## config.mk

```make
export PLATFORM = sky130hd
export DESIGN_NAME = instr_decoder_flat
export DESIGN_NICKNAME = d
export VERILOG_FILES = /design/src/rtl/instr_decoder_if.sv /design/src/rtl/instr_decoder.sv /design/src/flat_wrapper.sv
export SDC_FILE = /design/constraint.sdc
export NUM_CORES = 1
export LEC_CHECK = 0
export ABC_AREA = 1
export CAP_MARGIN = 20
export CORE_MARGIN = 2
export CORE_UTILIZATION = 41
export CTS_CLUSTER_SIZE = 16
export DETAILED_ROUTE_END_ITERATION = 12
export HOLD_SLACK_MARGIN = 0.02
export PLACE_DENSITY = 0.8
export SLEW_MARGIN = 20
export SYNTH_ARGS = -nofsm -noshare
export SYNTH_HDL_FRONTEND = slang
export SYNTH_SLANG_ARGS = --single-unit
```

## constraint.sdc

```tcl
create_clock -name clock -period 6.3 [get_ports clock]
set_input_delay 1.26 -clock clock [delete_from_list [all_inputs] [get_ports clock]]
set_output_delay 1.26 -clock clock [all_outputs]
set_load 0.05 [all_outputs]
```

## src/rtl/instr_decoder_if.sv

```systemverilog
// Program-memory fetch bus between instr_decoder (master) and instruction memory (slave),
// plus the shared ALU function / operand-select encodings.
`ifndef INSTR_DECODER_DEFS
`define INSTR_DECODER_DEFS
`define RA     3'b000
`define RB     3'b001
`define RADD   3'b010
`define RSUB   3'b011
`define RAND   3'b100
`define ROR    3'b101
`define RXOR   3'b110
`define RNOT   3'b111
`define REG    2'b00
`define SW_7_0 2'b01
`define SW_8   2'b10
`define IMM    2'b11
`endif

interface instr_decoder_if #(
  parameter int PC_W = 8
);
  logic            instr_req;
  logic [PC_W-1:0] pc;
  logic [15:0]     instr;
  logic            instr_valid;

  modport master (
    output instr_req,
    output pc,
    input  instr,
    input  instr_valid
  );

  modport slave (
    input  instr_req,
    input  pc,
    output instr,
    output instr_valid
  );
endinterface

```

## src/rtl/instr_decoder.sv

```systemverilog
// Multi-cycle fetch/decode/execute controller driving ALU controls from 16-bit instructions.
// Define INSTR_DECODER_TRAP_EN to trap illegal SYS opcodes (adds the 'illegal' output).
module instr_decoder #(
  parameter int n    = 8,
  parameter int PC_W = 8
) (
  input  logic                  clock,
  input  logic                  reset,
  input  logic                  run,
  instr_decoder_if.master       mem,
  output logic [2:0]            func,
  output logic [1:0]            a_sel,
  output logic [1:0]            b_sel,
  output logic [n-1:0]          immidiate,
  output logic [2:0]            ra_addr,
  output logic [2:0]            rb_addr,
  output logic [2:0]            rd_addr,
  output logic                  reg_we,
  input  logic [3:0]            alu_flags,
  output logic [3:0]            flags_q,
  output logic                  halted
`ifdef INSTR_DECODER_TRAP_EN
  ,
  output logic                  illegal
`endif
);

  typedef enum logic [2:0] {
    S_IDLE,
    S_FETCH,
    S_DECODE,
    S_EXEC,
    S_HALT
`ifdef INSTR_DECODER_TRAP_EN
    ,
    S_TRAP
`endif
  } state_e;

  localparam logic [1:0] OP_ALU_R = 2'b00;
  localparam logic [1:0] OP_ALU_I = 2'b01;
  localparam logic [1:0] OP_BR    = 2'b10;
  localparam logic [1:0] OP_SYS   = 2'b11;

  localparam logic [1:0] SYS_NOP  = 2'b00;
  localparam logic [1:0] SYS_HALT = 2'b01;

  state_e          state_q, state_d;
  logic [PC_W-1:0] pc_q, pc_d;
  logic [15:0]     ir_q, ir_d;
  logic [3:0]      flags_d;

  logic [1:0]      ir_op;
  logic [2:0]      ir_func;
  logic [2:0]      ir_rd;
  logic [2:0]      ir_ra;
  logic [2:0]      ir_rb;
  logic [1:0]      ir_asel;
  logic [7:0]      ir_imm;
  logic [1:0]      ir_sys;
  logic [PC_W-1:0] pc_inc;
  logic [PC_W-1:0] off_ext;
  logic [PC_W-1:0] pc_br;
  logic            br_taken;
  logic            alu_phase;

  assign ir_op   = ir_q[15:14];
  assign ir_func = ir_q[13:11];
  assign ir_rd   = ir_q[10:8];
  assign ir_ra   = ir_q[7:5];
  assign ir_rb   = ir_q[4:2];
  assign ir_asel = ir_q[1:0];
  assign ir_imm  = ir_q[7:0];
  assign ir_sys  = ir_q[13:12];

  // Offset is sign-extended from 8 bits then cut to PC_W; the add wraps naturally.
  assign pc_inc  = pc_q + PC_W'(1);
  assign off_ext = PC_W'($signed(ir_imm));
  assign pc_br   = pc_inc + off_ext;

  // Condition field shares bits [13:11] with the ALU function; flags are {V,N,Z,C}.
  always_comb begin
    br_taken = 1'b0;
    case (ir_func)
      3'b000:  br_taken = 1'b1;
      3'b001:  br_taken = flags_q[1];
      3'b010:  br_taken = ~flags_q[1];
      3'b011:  br_taken = flags_q[0];
      3'b100:  br_taken = flags_q[2];
      3'b101:  br_taken = flags_q[3];
      default: br_taken = 1'b0;
    endcase
  end

  always_ff @(posedge clock) begin
    if (reset) begin
      state_q <= S_IDLE;
      pc_q    <= '0;
      ir_q    <= '0;
      flags_q <= '0;
    end else begin
      state_q <= state_d;
      pc_q    <= pc_d;
      ir_q    <= ir_d;
      flags_q <= flags_d;
    end
  end

  always_comb begin
    state_d = state_q;
    pc_d    = pc_q;
    ir_d    = ir_q;
    flags_d = flags_q;
    case (state_q)
      S_IDLE: begin
        if (run) begin
          state_d = S_FETCH;
        end
      end
      S_FETCH: begin
        if (mem.instr_valid) begin
          ir_d    = mem.instr;
          state_d = S_DECODE;
        end
      end
      S_DECODE: begin
        case (ir_op)
          OP_ALU_R, OP_ALU_I: begin
            state_d = S_EXEC;
          end
          OP_BR: begin
            pc_d    = br_taken ? pc_br : pc_inc;
            state_d = S_FETCH;
          end
          default: begin
            if (ir_sys == SYS_HALT) begin
              state_d = S_HALT;
            end else if (ir_sys == SYS_NOP) begin
              pc_d    = pc_inc;
              state_d = S_FETCH;
            end else begin
`ifdef INSTR_DECODER_TRAP_EN
              state_d = S_TRAP;
`else
              pc_d    = pc_inc;
              state_d = S_FETCH;
`endif
            end
          end
        endcase
      end
      S_EXEC: begin
        flags_d = alu_flags;
        pc_d    = pc_inc;
        state_d = S_FETCH;
      end
      S_HALT: begin
        state_d = S_HALT;
      end
`ifdef INSTR_DECODER_TRAP_EN
      S_TRAP: begin
        state_d = S_TRAP;
      end
`endif
      default: begin
        state_d = S_IDLE;
      end
    endcase
  end

  assign alu_phase = (state_q == S_DECODE) || (state_q == S_EXEC);

  always_comb begin
    func      = `RA;
    a_sel     = `REG;
    b_sel     = `REG;
    immidiate = '0;
    ra_addr   = 3'd0;
    rb_addr   = 3'd0;
    rd_addr   = 3'd0;
    if (alu_phase) begin
      if (ir_op == OP_ALU_R) begin
        func    = ir_func;
        rd_addr = ir_rd;
        ra_addr = ir_ra;
        rb_addr = ir_rb;
        a_sel   = ir_asel;
      end else if (ir_op == OP_ALU_I) begin
        func      = ir_func;
        rd_addr   = ir_rd;
        ra_addr   = ir_rd;
        b_sel     = `IMM;
        immidiate = n'(ir_imm);
      end
    end
  end

  // Reset in the EXEC cycle must suppress the write strobe in that same cycle.
  assign reg_we        = (state_q == S_EXEC) && !reset;
  assign mem.instr_req = (state_q == S_FETCH);
  assign mem.pc        = pc_q;
  assign halted        = (state_q == S_HALT);
`ifdef INSTR_DECODER_TRAP_EN
  assign illegal       = (state_q == S_TRAP);
`endif

endmodule
```

## src/flat_wrapper.sv

```systemverilog
// flat-port wrapper written by rule: the top's interface ports become plain ports
module instr_decoder_flat 
#(
  parameter int n    = 8,
  parameter int PC_W = 8
)
  (clock, reset, run, func, a_sel, b_sel, immidiate, ra_addr, rb_addr, rd_addr, reg_we, alu_flags, flags_q, halted, mem_instr_req, mem_pc, mem_instr, mem_instr_valid);
  instr_decoder_if #(.PC_W(PC_W)) mem_i ();
  input  logic clock;
  input  logic reset;
  input  logic run;
  output logic [2:0] func;
  output logic [1:0] a_sel;
  output logic [1:0] b_sel;
  output logic [n-1:0] immidiate;
  output logic [2:0] ra_addr;
  output logic [2:0] rb_addr;
  output logic [2:0] rd_addr;
  output logic reg_we;
  input  logic [3:0] alu_flags;
  output logic [3:0] flags_q;
  output logic halted;
  output wire logic [$bits(mem_i.instr_req)-1:0] mem_instr_req;
  output wire logic [$bits(mem_i.pc)-1:0] mem_pc;
  input wire logic [$bits(mem_i.instr)-1:0] mem_instr;
  input wire logic [$bits(mem_i.instr_valid)-1:0] mem_instr_valid;
  assign mem_instr_req = mem_i.instr_req;
  assign mem_pc = mem_i.pc;
  assign mem_i.instr = mem_instr;
  assign mem_i.instr_valid = mem_instr_valid;
  instr_decoder #(.n(n), .PC_W(PC_W)) u_core (.clock(clock), .reset(reset), .run(run), .mem(mem_i), .func(func), .a_sel(a_sel), .b_sel(b_sel), .immidiate(immidiate), .ra_addr(ra_addr), .rb_addr(rb_addr), .rd_addr(rd_addr), .reg_we(reg_we), .alu_flags(alu_flags), .flags_q(flags_q), .halted(halted));
endmodule
```

==> results.yml, run 1 <==
yosys:
  synth_area_um2: 1980
  synth_simple_gate_area_share_pct: 29.9
  ys.flop_type: "dfxtp_1"
  async_flop_share_pct: 0
  synth_top_area_share_pct: 31.3
  synth-adder-area-share_pct: 6.69
  ys_top_cells_by_area: "dfxtp_1 (31%), inv_1 (9.7%), nand2_1 (9.5%)"
  synthDistinctLibCells: 29
  synth.largest_area_cell: "dfxtp_1"
  avgSynthCellArea_um2: 6.46
  synth_top_family_by_area: "simple AND/OR/NAND/NOR gates"
  synth_xor_area_share_pct: 3.54
  synth.area.mux_share_pct: 0
  ys_seq_area_share_pct: 31.3
  syn-num-nets: 341
  synth_edf_count: 0
  synth-compound-area-share_pct: 16.3
  netlist_instances: 307
  ys_warn_count: 0
  synth_seq_cells: 31
worst_setup_path:
  cp.depth: 3
  cp_cell_sequence: "clkdlybuf4s50_1 > nor2_1 > clkdlybuf4s50_1"
  critPathMostFrequentCell: "clkdlybuf4s50_1"
  crit_fanout: 12
  slowest_stage: "clkdlybuf4s50_1"
  max_stage_delay_ns: 0.81
  critPathBufInv: 2
  cp.arrival_ns: 2.89
  r2r_cells: 17
  r2r-end: "u_core.mem.pc[7]"
  path_delay_family: "buffers and inverters"
  cp-endpoint: "reg_we"
  path_class: "in -> out"
  r2r_setup_slack_ns: 3.80
  required_ns: 5.04
  startpoint: "reset"
  cp-end-kind: "output pin"
  start_kind: "input pin"
  r2r-start: "u_core.mem.pc[0]"
route:
  drcViolationCount: 0
  wirelength_mm: 5.27
  ant_nets: 0
  vias: 2157
  detail_route.vias_per_cell: 5.10
  drt_iter0_markers: 120
  firstDrtPassIters: 4
  wl_per_cell_um: 12.5
global_route:
  grt_pass1_wl_mm: 8.71
  track_usage_pct: 21.0
  grt_start_max_net_pins: 32
  gr-total-overflow: 0
  grt_antenna_before_repair: 0
  grt_pass1_vias: 1959
placed_design:
  gp_congestion: 0.900
  numPortBuffers: 62
  dp_hpwl_mm: 4.09
clock_network:
  clk_path_buf_depth: 2
  h-tree-depth: 2
  cts_sinks: 31
  insertion_delay_ns: 0.29
  clk_pin_slew_worst_paths_ns: 0.07
  cts_buffers: 5
  postCtsHoldBufs: 0
  cts-root-buf: "clkbuf_8"
  cts_tree: "done"
  postCtsSetupRepairBufs: 0
  postCtsResizedCells: 0
sta:
  max_slew.worst_pin.slew_ns: 0.883
  period_needed_ns: 4.15
  fin_skew_ns: 0.00571
  post-route-period-util_pct: 65.8
  holdWs_ns: 0.494
  maxSlewViolCount: 0
  hold_viol_final: 0
  rsz0062_at_grt: "no"
  fmax_mhz: 241
  relSlewSlack_pct: 41.0
  setup_viol: 0
  setup_tns_ns: 0
floorplanning:
  die_w_um: 73.5
  pin_count: 63
  dieArea_um2: 5410
  rows: 25
  core_area_um2: 4690
  start_util_pct: 42.2
  die_y_um: 73.5
cells_and_area:
  final_cell_mix: "clkdlybuf4s50_1 (62), inv_1 (51), nand2_1 (50)"
  finalNetCount: 402
  syn2layout_area_growth_pct: 39.6
  final_common_cell: "clkdlybuf4s50_1"
  diodes: 0
  drive_gt1_share_pct: 4.34
power_and_ir_drop:
  power_density_nw_per_um2: 238
  p_leak_uw: 0.00120
  ir_drop_v: 0.000129
flow_run:
  maxCapViolations: 0
run_status:
  status: "finished clean"
min_path:
  min_path_type: "reg -> reg"
registers in the layout (all words and copies together) (netlist names):
name            cells
u_core.mem.pc       8
u_core.state_q      3
u_core.flags_q      4
u_core.ir_q        16
worst min-delay path by stage:
stage                                from               to  slack (ns)  cells after the start
after floorplan           u_core.ir_q[10]  u_core.ir_q[10]        0.45                      2
after global placement     u_core.ir_q[8]   u_core.ir_q[8]        0.48                      2
after detailed placement  u_core.ir_q[10]  u_core.ir_q[10]        0.48                      2
after CTS                 u_core.ir_q[10]  u_core.ir_q[10]        0.49                      2
after global routing      u_core.ir_q[10]  u_core.ir_q[10]        0.51                      2
final                     u_core.ir_q[10]  u_core.ir_q[10]        0.49                      2
worst min-delay path: stages, from the launching register on:
cell and delay [ns]:
dfxtp_1 0.30, inv_1 0.08, a21oi_1 0.06
metal layers:
metal / track usage [%] / up-vias / share of wire (%)
met5: 0 / - / 0
met4: 7.68 / 0 / 2.4
met3: 6.31 / 12 / 5.6
met2: 36.1 / 59 / 50
met1: 24.6 / 972 / 42
li1: - / 1114 / -
kinds of logic (layout without fill, tap and decap cells):
logic type | Yosys count | count (layout)
adder cells (fa/ha/maj) | 10 | 10
AND/OR/NAND/NOR | 134 | 134
buffers and inverters | 63 | 125
AO/OA/AOI/OAI | 61 | 61
XOR/XNOR | 8 | 8
flip-flops | 31 | 31
per-stage QoR:
| step | utilization [%] | setup slack, ns | total power, µW | std cells | area (µm²) |
|---|---|---|---|---|---|
| 6_report | 59.0 | 2.15 | 659 | 423 | 2770 |
| 5_1_grt | 59.0 | 2.07 | 696 | 423 | 2770 |
| 4_1_cts | 59.0 | 2.15 | 662 | 423 | 2770 |
| 3_5_place_dp | 56.2 | 2.17 | 426 | 415 | 2640 |
| 3_3_place_gp | 56.2 | 2.16 | 423 | 415 | 2640 |
| 2_1_floorplan | - | 2.52 | 368 | 307 | 1980 |
area by class of cell:
cell class,count,area [µm²]
sequential,31,621
fill,453,1920
clock buffer,6,72.6
multi-input combinational,213,1120
tap,54,67.6
clock inverter,2,60.1
timing repair buffer,62,621
inverter,55,209
power by group:
part	total, µW	internal [µW]	switching, µW	leakage [µW]
clock	234	158	76.1	0.0000654
combinational	194	68.9	125	0.000878
sequential	231	215	16.1	0.000253
total	659	442	217	0.00120
cells in the mapped netlist, types with 2 or more instances:
master and count:
inv_1 51, nand2_1 50, nor2_1 46, dfxtp_1 31, a21oi_1 30, nand3_1 21, o21ai_0 21, ha_1 9
nor3_1 8, clkbuf_1 6, xor2_1 5, nand4_1 4, inv_2 3, o21ai_1 3, xnor2_1 3, o22ai_1 2
o32ai_1 2
No activity file was read; power rests on OpenSTA's default activity.
==> inputs of run 2 (changes only) <==
==> constraint.sdc (replaced) <==
create_clock -name clock -period 4.3 [get_ports clock]
set_input_delay 0.86 -clock clock [delete_from_list [all_inputs] [get_ports clock]]
set_output_delay 0.86 -clock clock [all_outputs]
set_load 0.05 [all_outputs]
==> run 2 against run 1 <==
Net effect: worst setup slack worse by 1.2 ns; non-clock buffer count rose by 1; clock power rose by 26%; final cell count increased by 0.24%; combinational power up 47%; sequential share of layout area grew 0.10 points; first-iteration DRC count fell by 5.8%; critical path depth is 4 higher; clock-buffer cell count down 1; worst hold slack worse by 0.0035 ns; critical endpoint is now immidiate[0]; largest cell class unchanged; largest power group is now registers.
==> results.yml, run 2 (synthesis gave the netlist of run 1 again) <==
run_status:
  status: "finished clean"
clock_network:
  postCtsSetupRepairBufs: 0
  cts_buffers: 5
  insertion_delay_ns: 0.29
  cts_tree: "done"
  postCtsResizedCells: 0
  cts-root-buf: "clkbuf_8"
  h-tree-depth: 2
  clk_path_buf_depth: 2
  cts_sinks: 31
  clk_pin_slew_worst_paths_ns: 0.07
  postCtsHoldBufs: 0
sta:
  fin_skew_ns: 0.00698
  rsz0062_at_grt: "no"
  setup_tns_ns: 0
  maxSlewViolCount: 0
  max_slew.worst_pin.slew_ns: 0.892
  hold_viol_final: 0
  relSlewSlack_pct: 40.4
  period_needed_ns: 3.38
  fmax_mhz: 296
  setup_viol: 0
  post-route-period-util_pct: 78.6
global_route:
  gr-total-overflow: 0
  grt_antenna_before_repair: 0
  grt_pass1_vias: 1948
  grt_pass1_wl_mm: 8.76
  track_usage_pct: 21.2
  grt_start_max_net_pins: 32
route:
  firstDrtPassIters: 4
  detail_route.vias_per_cell: 5.02
  drcViolationCount: 0
  ant_nets: 0
  vias: 2127
  drt_iter0_markers: 113
  wirelength_mm: 5.35
  wl_per_cell_um: 12.6
cells_and_area:
  final_cell_mix: "clkdlybuf4s50_1 (62), inv_1 (51), nand2_1 (50)"
  diodes: 0
  largest-register: "u_core.ir_q"
  final_common_cell: "clkdlybuf4s50_1"
  n_fill_cell: 433
  syn2layout_area_growth_pct: 39.0
  finalNetCount: 403
  drive_gt1_share_pct: 4.86
  final_util_pct: 58.7
  design_area_um2: 2760
  finalNonFillerCells: 424
  largest_register_ffs: 16
min_path:
  min_path_type: "reg -> reg"
placed_design:
  placed_area_um2: 2640
  numPortBuffers: 62
  dp_cells: 416
  dp_hpwl_mm: 4.13
  gp_congestion: 0.897
power_and_ir_drop:
  p_clk_share_pct: 32.1
  p_seq_share_pct: 36.9
  ir_drop_v: 0.000153
  p_sw_share_pct: 35.7
  power_density_nw_per_um2: 333
  switching_power_uw: 328
  comb_power_share_pct: 31.1
  intPower_uw: 589
  p_leak_uw: 0.00119
worst_setup_path:
  required_ns: 3.44
  path_class: "reg -> out"
  start_kind: "flop"
  cp-end-kind: "output pin"
  crit_fanout: 10
  cp.arrival_ns: 2.52
floorplanning:
  die_y_um: 73.5
  start_util_pct: 42.2
  core_area_um2: 4690
  dieArea_um2: 5410
  die_w_um: 73.5
  rows: 25
  pin_count: 63
flow_run:
  maxCapViolations: 0
[run 2: cell types whose count changed in the layout (fill, tap and decap cells not counted)]
cell       previous run  this run
buf_4                 0         1
clkinv_2              0         1
clkbuf_1              1         0
bufinv_16             2         1
clkinv_4              0         1
[run 2: power groups by stage]
stage          clock network [µW]  registers, µW  logic [µW]
4_1_cts                       297            338         286
2_1_floorplan                   0            371         167
3_5_place_dp                    0            344         284
6_report                      294            338         285
5_1_grt                       310            341         317
3_3_place_gp                    0            344         278
[run 2: path summary, 6_finish.rpt]
kind | from | to | slack [ns] | depth (start not counted)
worst min-delay path | u_core.ir_q[8] | u_core.ir_q[8] | 0.49 | 2
worst max register to register | u_core.mem.pc[0] | u_core.mem.pc[7] | 1.83 | 17
worst max-delay path | u_core.state_q[1] | immidiate[0] | 0.92 | 7
worst min register to register | u_core.ir_q[8] | u_core.ir_q[8] | 0.49 | 2
[run 2: layer usage]
layer / vias to the layer above / GRT usage, % / part of all wire (%)
met4: 0 / 9.29 / 2.5
li1: 1106 / - / -
met1: 938 / 25.8 / 43
met5: - / 0 / 0
met2: 70 / 35.4 / 49
met3: 13 / 4.80 / 6.1
[run 2: area by class of cell]
type | count | area (µm²) | share of cell area, %
Clock buffer | 5 | 68.8 | 2.50
Clock inverter | 3 | 43.8 | 1.59
Inverter | 55 | 209 | 7.58
Multi-Input combinational cell | 213 | 1120 | 40.6
Sequential cell | 31 | 621 | 22.5
Tap cell | 54 | 67.6 | 2.45
Timing Repair Buffer | 63 | 628 | 22.8
[run 2: metrics by stage]
step | setup slack (ns) | hold slack [ns] | total power, µW
final | 0.919 | 0.490 | 917
after global routing | 0.765 | 0.513 | 968
after CTS | 0.911 | 0.495 | 920
after detailed placement | 1.16 | 0.485 | 628
after global placement | 1.16 | 0.483 | 622
after floorplan | 0.917 | 0.450 | 539
[run 2: critical path, cell delays in order, from the launching register on]
cell             delay, ns
dfxtp_1               0.44
nand3_4               0.16
nand2_4               0.12
nand2_1               0.14
nor2_1                0.26
inv_2                 0.15
nor2_1                0.15
clkdlybuf4s50_1       0.82
==> inputs of run 3 (changes only) <==
--- a/config.mk
+++ b/config.mk
@@ -12,7 +12,7 @@
 export CTS_CLUSTER_SIZE = 16
 export DETAILED_ROUTE_END_ITERATION = 12
 export HOLD_SLACK_MARGIN = 0.02
-export PLACE_DENSITY = 0.8
+export PLACE_DENSITY = 0.83
 export SLEW_MARGIN = 20
 export SYNTH_ARGS = -nofsm -noshare
 export SYNTH_HDL_FRONTEND = slang
==> constraint.sdc (replaced) <==
create_clock -name clock -period 2.95 [get_ports clock]
set_input_delay 0.59 -clock clock [delete_from_list [all_inputs] [get_ports clock]]
set_output_delay 0.59 -clock clock [all_outputs]
set_load 0.05 [all_outputs]
==> run 3 against run 2 <==
Net effect: via count is 1.6% higher; first-iteration DRC count is 4.4% higher; power is 35% higher; worst setup slack worse by 0.81 ns; routed wire length is 0.82% lower; die area stayed put; sequential power is 46% higher; global-route usage is 0.078 points lower; largest power group unchanged.
==> results.yml, run 3 (synthesis gave the netlist of run 1 again) <==
placed_design:
  numPortBuffers: 62
  gp_congestion: 0.856
  dp_slack_ns: 0.346
  dp_hpwl_mm: 4.12
  dp_cells: 417
clock_network:
  postCtsSetupRepairBufs: 0
  cts_sinks: 31
  clk_pin_slew_worst_paths_ns: 0.06
  insertion_delay_ns: 0.29
  cts-root-buf: "clkbuf_8"
  postCtsHoldBufs: 0
  cts_buffers: 5
  h-tree-depth: 2
  clk_path_buf_depth: 2
  cts_tree: "done"
worst_setup_path:
  path_class: "reg -> out"
  cp-end-kind: "output pin"
  r2r_cells: 15
  max_stage_delay_ns: 0.85
  r2r_setup_slack_ns: 0.50
  r2r-start: "u_core.mem.pc[2]"
  start_kind: "flop"
  cp_cell_sequence: "inv_1 > nand3_2 > nand2_4 > nand2_1 > nor2_2 > clkdlybuf4s50_1"
  slowest_stage: "clkdlybuf4s50_1"
  required_ns: 2.36
  cp.arrival_ns: 2.25
  crit_fanout: 6
  r2r-end: "u_core.mem.pc[7]"
sta:
  fin_skew_ns: 0.00574
  setup_tns_ns: 0
  setup_viol: 0
  setup_ws_ns: 0.112
  relSlewSlack_pct: 44.8
  rsz0062_at_grt: "no"
  period_needed_ns: 2.84
  hold_viol_final: 0
  maxSlewViolCount: 0
  fmax_mhz: 352
  post-route-period-util_pct: 96.2
  max_slew.worst_pin.slew_ns: 0.826
floorplanning:
  die_w_um: 73.5
  rows: 25
  pin_count: 63
  dieArea_um2: 5410
  core_area_um2: 4690
  start_util_pct: 42.2
  die_y_um: 73.5
route:
  wirelength_mm: 5.31
  drcViolationCount: 0
  wl_per_cell_um: 12.5
  ant_nets: 0
  firstDrtPassIters: 4
  drt_iter0_markers: 118
  vias: 2161
  detail_route.vias_per_cell: 5.08
min_path:
  min_path_cells: 2
  min_path_type: "reg -> reg"
  hold-path-endpoint: "u_core.ir_q[8]"
  min-delay-start: "u_core.ir_q[8]"
cells_and_area:
  finalNetCount: 404
  syn2layout_area_growth_pct: 36.7
  n_fill_cell: 455
  final_common_cell: "inv_1"
  largest_register_ffs: 16
  finalNonFillerCells: 425
  largest-register: "u_core.ir_q"
  diodes: 0
  final_cell_mix: "inv_1 (51), nand2_1 (50), clkdlybuf4s50_1 (50)"
  drive_gt1_share_pct: 7.82
flow_run:
  maxCapViolations: 0
power_and_ir_drop:
  p_leak_uw: 0.00122
  ir_drop_v: 0.000377
  power_density_nw_per_um2: 456
global_route:
  gr-total-overflow: 0
  track_usage_pct: 21.1
  grt_pass1_wl_mm: 8.70
  grt_antenna_before_repair: 0
  grt_pass1_vias: 2022
  grt_start_max_net_pins: 29
run_status:
  status: "finished clean"
-- run 3: per-stage QoR --
stage          cell area [µm²]  power [µW]  hold WS, ns  utilization [%]
2_1_floorplan             1980         786        0.450                -
4_1_cts                   2710        1240        0.488             57.7
6_report                  2710        1230        0.485             57.7
3_3_place_gp              2630         907        0.473             55.9
3_5_place_dp              2630         916        0.479             55.9
5_1_grt                   2710        1310        0.518             57.7
-- run 3: where the power goes --
part           switching [µW]  internal (µW)
registers                34.9            459
logic                     265            150
clock network             160            165
-- run 3: critical path, delay by kind of cell (launching register included) --
family | cells | cell delay, ns
flops | 1 | 0.35
simple gates | 4 | 0.65
buf+inv | 2 | 0.96
-- run 3: per-layer routing --
metal | vias to the layer above | GRT usage, % | part of all wire [%]
li1 | 1113 | - | -
met1 | 977 | 24.3 | 42
met2 | 62 | 35.9 | 50
met3 | 9 | 5.90 | 5.3
met4 | 0 | 9.70 | 2.2
met5 | - | 0 | 0
-- run 3: area by class of cell --
type / instances / area [µm²] / share of cell area [%]
Multi-Input combinational cell: 213 / 1120 / 41.3
Timing Repair Buffer: 64 / 611 / 22.5
Inverter: 55 / 209 / 7.71
Clock inverter: 1 / 5.00 / 0.185
Clock buffer: 7 / 76.3 / 2.82
Sequential cell: 31 / 621 / 22.9
Tap cell: 54 / 67.6 / 2.49
-- run 3: worst max-delay path by stage --
stage,from,endpoint,cells after the start
floorplan,u_core.state_q[1],ra_addr[0],6
global placement,u_core.state_q[1],ra_addr[1],7
detailed placement,u_core.state_q[0],ra_addr[1],8
CTS,u_core.state_q[0],ra_addr[1],8
global route,u_core.state_q[1],b_sel[1],5
finish,u_core.state_q[0],b_sel[1],6
-- run 3: timing repair --
action / in CTS / in global routing
endpoints found under the hold margin: 0 / 0
gates resized for setup: 0 / 1
setup endpoints to repair: 0 / 1
